### config.mk
export PLATFORM = sky130hd
export DESIGN_NAME = stream_packer
export DESIGN_NICKNAME = d
export VERILOG_FILES = /design/src/rtl/stream_packer.sv
export SDC_FILE = /design/constraint.sdc
export NUM_CORES = 1
export LEC_CHECK = 0
export ABC_AREA = 1
export CAP_MARGIN = 10
export CORE_ASPECT_RATIO = 0.75
export CORE_UTILIZATION = 53
export CTS_CLUSTER_SIZE = 8
export DETAILED_ROUTE_END_ITERATION = 16
export MAX_ROUTING_LAYER = met4
export PLACE_DENSITY = 0.83
export SYNTH_ARGS = -nofsm -noshare
export SYNTH_HDL_FRONTEND = slang
export SYNTH_SLANG_ARGS = --single-unit
### constraint.sdc
create_clock -name clk -period 1.9 [get_ports clk]
set_input_delay 0.38 -clock clk [delete_from_list [all_inputs] [get_ports clk]]
set_output_delay 0.38 -clock clk [all_outputs]
set_load 0.01 [all_outputs]
### src/rtl/stream_packer.sv
// Byte-to-word packer: collects up to OUT_BYTES bytes little-endian into one word,
// closing early on last_i, with a single-entry registered output stage.
module stream_packer #(
    parameter int OUT_BYTES = 4
) (
    input  logic                   clk,
    input  logic                   rst,
    input  logic                   valid_i,
    output logic                   ready_o,
    input  logic [7:0]             din,
    input  logic                   last_i,
    output logic                   valid_o,
    input  logic                   ready_i,
    output logic [8*OUT_BYTES-1:0] dout,
    output logic [OUT_BYTES-1:0]   keep_o,
    output logic                   last_o,
    output logic [15:0]            word_cnt_o
);
    localparam int IW = $clog2(OUT_BYTES);

    logic [IW-1:0]               idx_q, idx_d;
    logic [OUT_BYTES-1:0][7:0]   acc_q, acc_d, word_d;
    logic [OUT_BYTES-1:0]        keep_d;
    logic [8*OUT_BYTES-1:0]      dout_q;
    logic [OUT_BYTES-1:0]        keep_q;
    logic                        valid_q, last_q;
    logic [15:0]                 cnt_q;
    logic                        in_acc, out_acc, close;

    assign ready_o    = !valid_q || ready_i;
    assign in_acc     = valid_i && ready_o;
    assign out_acc    = valid_q && ready_i;
    assign close      = in_acc && (last_i || (idx_q == IW'(OUT_BYTES - 1)));

    assign valid_o    = valid_q;
    assign dout       = dout_q;
    assign keep_o     = keep_q;
    assign last_o     = last_q;
    assign word_cnt_o = cnt_q;

    // Lanes above idx are already zero in the accumulator, since it is
    // cleared on every close and only ever written at lane idx.
    always_comb begin
        word_d = acc_q;
        keep_d = '0;
        for (int k = 0; k < OUT_BYTES; k++) begin
            if (IW'(k) == idx_q) word_d[k] = din;
            if (IW'(k) <= idx_q) keep_d[k] = 1'b1;
        end
        acc_d = acc_q;
        idx_d = idx_q;
        if (in_acc) begin
            if (close) begin
                acc_d = '0;
                idx_d = '0;
            end else begin
                acc_d = word_d;
                idx_d = idx_q + 1'b1;
            end
        end
    end

    always_ff @(posedge clk or negedge rst) begin
        if (!rst) begin
            idx_q   <= '0;
            acc_q   <= '0;
            dout_q  <= '0;
            keep_q  <= '0;
            last_q  <= 1'b0;
            valid_q <= 1'b0;
            cnt_q   <= '0;
        end else begin
            idx_q <= idx_d;
            acc_q <= acc_d;
            // A close in the same cycle as an output accept replaces the word
            // without a bubble.
            if (close) begin
                dout_q  <= word_d;
                keep_q  <= keep_d;
                last_q  <= last_i;
                valid_q <= 1'b1;
            end else if (out_acc) begin
                valid_q <= 1'b0;
            end
            if (out_acc) cnt_q <= cnt_q + 16'd1;
        end
    end
endmodule
==> impl_metrics.toml, run 1 <==
[outcome]
outcome = "completed"

[hold_path]
min_from = "dout[13]$_DFFE_PN0P_"
hold_class = "register to register"

[cells_and_area]
area_growth_pct = 26.5
finalInstanceArea_sq_um = 4920
seq_area_sq_um = 2200
nets = 543
diodes = 0
final_core_util = 0.707
multi_input_area_sq_um = 1410
drive_gt1_frac = 0.0947
fill_cells = 557
instances_no_fill = 626

[synthesis]
synth-simple-area-share = 0.217
ys_seq_area_frac = 0.566
netlist_area_sq_um = 3890
synth_xor_xnor_area_share = 0.0225
synth.avg_cell_area_sq_um = 8.67
synthMuxAreaShare = 0.0231
synth_adder_area_share = 0.0193
yosysTopAreaCellShare = 0.566
synth_compound_gate_area_share = 0.0797
synthTopCellsByArea = "dfrtp_1 (57%), nand2_1 (16%), o21ai_0 (6.4%), nand3_1 (3.6%), inv_1 (3.6%)"
yosys_warnings = 0
synth_cells = 449
synth_top_family_by_area = "simple AND/OR/NAND/NOR gates"
synth_seq_cells = 88
synth_cell_types = 23
yosysTopAreaCell = "dfrtp_1"
syn_nets = 468

[floorplan]
rows = 26
die_h_um = 76.2
start_util = 0.559
core_area_sq_um = 6960
die_x_um = 101
io-pin-count = 68
dieArea_sq_um = 7700

[drt]
viasPerCell = 5.04
via_count = 3156
drcViolationCount = 0
drtIter0Drc = 191
routedWlPerCell_um = 13.9
dr.pass1.iters = 4
ant_nets = 0
wl_um = 8690

[place]
dp_hpwl_um = 6240
io_buffers = 67
placed_area_sq_um = 4730
placed_cells = 610
place.gp.congestion = 0.835

[global_route]
grt_antenna_before_repair = 0
grt_pass1_wl_um = 14600
grt_pass1_vias = 3004
grt_remaining_overflow = 0
grt_max_degree = 51
grt_use_total = 0.257

[clocking]
cts_sinks = 88
clk_latency_ps = 350
clk_pin_slew_ps = 80
cts-root-buf = "clkbuf_8"
clk_path_buf_depth = 2
cts_buffers = 9
cts_tree = "yes"
h-tree-depth = 3
postCtsSetupBuffers = 0

[power]
ir_worst_vdd_v = 0.000527
power_leakage_nw = 2.43
power.density_nw_per_um2 = 1070
power_mw = 5.25

[timing]
hold_violations = 0
max_slew_margin = 0.651
tns_ps = 0
clock.fmax_ghz = 0.572
fin_crit_sh = 0.920
fin_crit_ps = 1750
skew_ps = 7.69
tightest_slew_ps = 523
rsz0062_at_grt = "false"
slew_viol_final = 0
setup_viol = 0

[worst_setup_path]
cp_max_fo = 6
crit_family = "buffers and inverters"
critPathLaunchType = "register"
r2r-start = "idx_q[0]$_DFFE_PN0P_"
setup.worst_path.end_class = "output port"
crit_chain = "clkdlybuf4s50_1"
cp_num_buf_inv = 1
cp.required_ps = 1520
worst_path_max_delay_cell = "clkdlybuf4s50_1"
crit_type = "register to output port"
slowest_delay_ps = 570
startpoint = "word_cnt_o[3]$_DFFE_PN0P_"
crit_arrival_ps = 1370

[run]
drv_cap = 0
## routing by layer
layer | global-route usage | part of all wire
met1 | 0.344 | 0.46
met2 | 0.392 | 0.48
met3 | 0.0587 | 0.044
met4 | 0.0797 | 0.015
met5 | - | 0
## power by group
part,switching [mW],internal (mW)
registers,0.215,2.22
logic,0.806,0.754
clock network,0.616,0.636
## Yosys cell counts
master and number:
nand3_1 28, inv_1 37, nand2_1 163, nand3b_1 1, a21boi_4 1, o21bai_1 1, buf_2 7, o22ai_1 3
clkbuf_1 8, nor2_1 18, nand4_1 1, a21oi_1 3, xor2_1 7, or2_2 1, inv_2 10, o21ai_0 50
ha_1 6, buf_4 1, dfrtp_1 88, nor2_2 1, xnor2_1 3, mux2_2 8, buf_6 3
## sequential cells by signal (all words and copies together), names as in the netlist
signal      flops
acc_q          32
dout           32
idx_q           2
keep_o          4
last_o          1
valid_o         1
word_cnt_o     16
## metrics by stage
step           setup WS [ps]  hold slack, ps
2_1_floorplan            458            84.4
3_3_place_gp           -11.3             332
3_5_place_dp           -40.7             338
4_1_cts                  127             478
5_1_grt                 7.65             497
6_report                 152             477
## worst reg2reg max path: cells and delay by family (launching register included)
| family | cells | cell delay (ps) |
|---|---|---|
| AOI/OAI and AO/OA | 2 | 370 |
| buffers and inverters | 1 | 150 |
| DFF | 1 | 410 |
| and+or+nand+nor | 1 | 130 |
| adders and majority gates | 1 | 510 |
## cells by family (layout without fill, tap and decap cells)
group / after synthesis / in the layout
AOI/OAI and AO/OA: 58 / 58
xor gates and xnor gates: 10 / 10
adders and majority gates: 6 / 6
buffers and inverters: 66 / 145
DFF: 88 / 88
muxes: 8 / 8
and+or+nand+nor: 213 / 213
## cell type report
cell class | count | share of cell area
Inverter | 47 | 0.0358
Tap cell | 98 | 0.0249
Multi-Input combinational cell | 295 | 0.286
Timing Repair Buffer | 83 | 0.168
Clock inverter | 3 | 0.00864
Clock buffer | 12 | 0.0295
Sequential cell | 88 | 0.447
## timing repair
action                                 4_1_cts  5_1_grt
setup endpoints to repair                    1        0
endpoints found under the hold margin       28        0
gates resized for setup                      1        0
hold buffers                                 1        0
## cell usage in the layout, fill, tap and decap left out, types with 2 or more instances in the layout
| cell | count |
|---|---|
| buf_12 | 3 |
| clkbuf_1 | 2 |
| nand3_1 | 28 |
| clkbuf_8 | 10 |
| xor2_1 | 7 |
| mux2_2 | 8 |
| buf_4 | 13 |
| clkdlybuf4s50_1 | 65 |
| o21ai_0 | 50 |
| dfrtp_1 | 88 |
| o22ai_1 | 3 |
| inv_2 | 10 |
| a21oi_1 | 3 |
| xnor2_1 | 3 |
| ha_1 | 6 |
| nor2_1 | 18 |
| nand2_1 | 163 |
| inv_1 | 37 |
## final timing paths
check | endpoint | slack (ps) | depth (start not counted)
min in group asynchronous | dout[6]$_DFFE_PN0P_ | 490 | 2
max reg2reg | acc_q[19]$_DFFE_PN0P_ | 190 | 5
max | word_cnt_o[3] | 150 | 1
min reg2reg | dout[13]$_DFFE_PN0P_ | 480 | 2
max in group asynchronous | idx_q[1]$_DFFE_PN0P_ | 880 | 3
min | dout[13]$_DFFE_PN0P_ | 480 | 2
No activity file was read; power rests on OpenSTA's default activity.
==> inputs of run 2 (changes only) <==
Settings changed: TNS_END_PERCENT from default to 30.
==> results of run 2 <==
Final layout, timing and power as in run 1 (identical DEF).
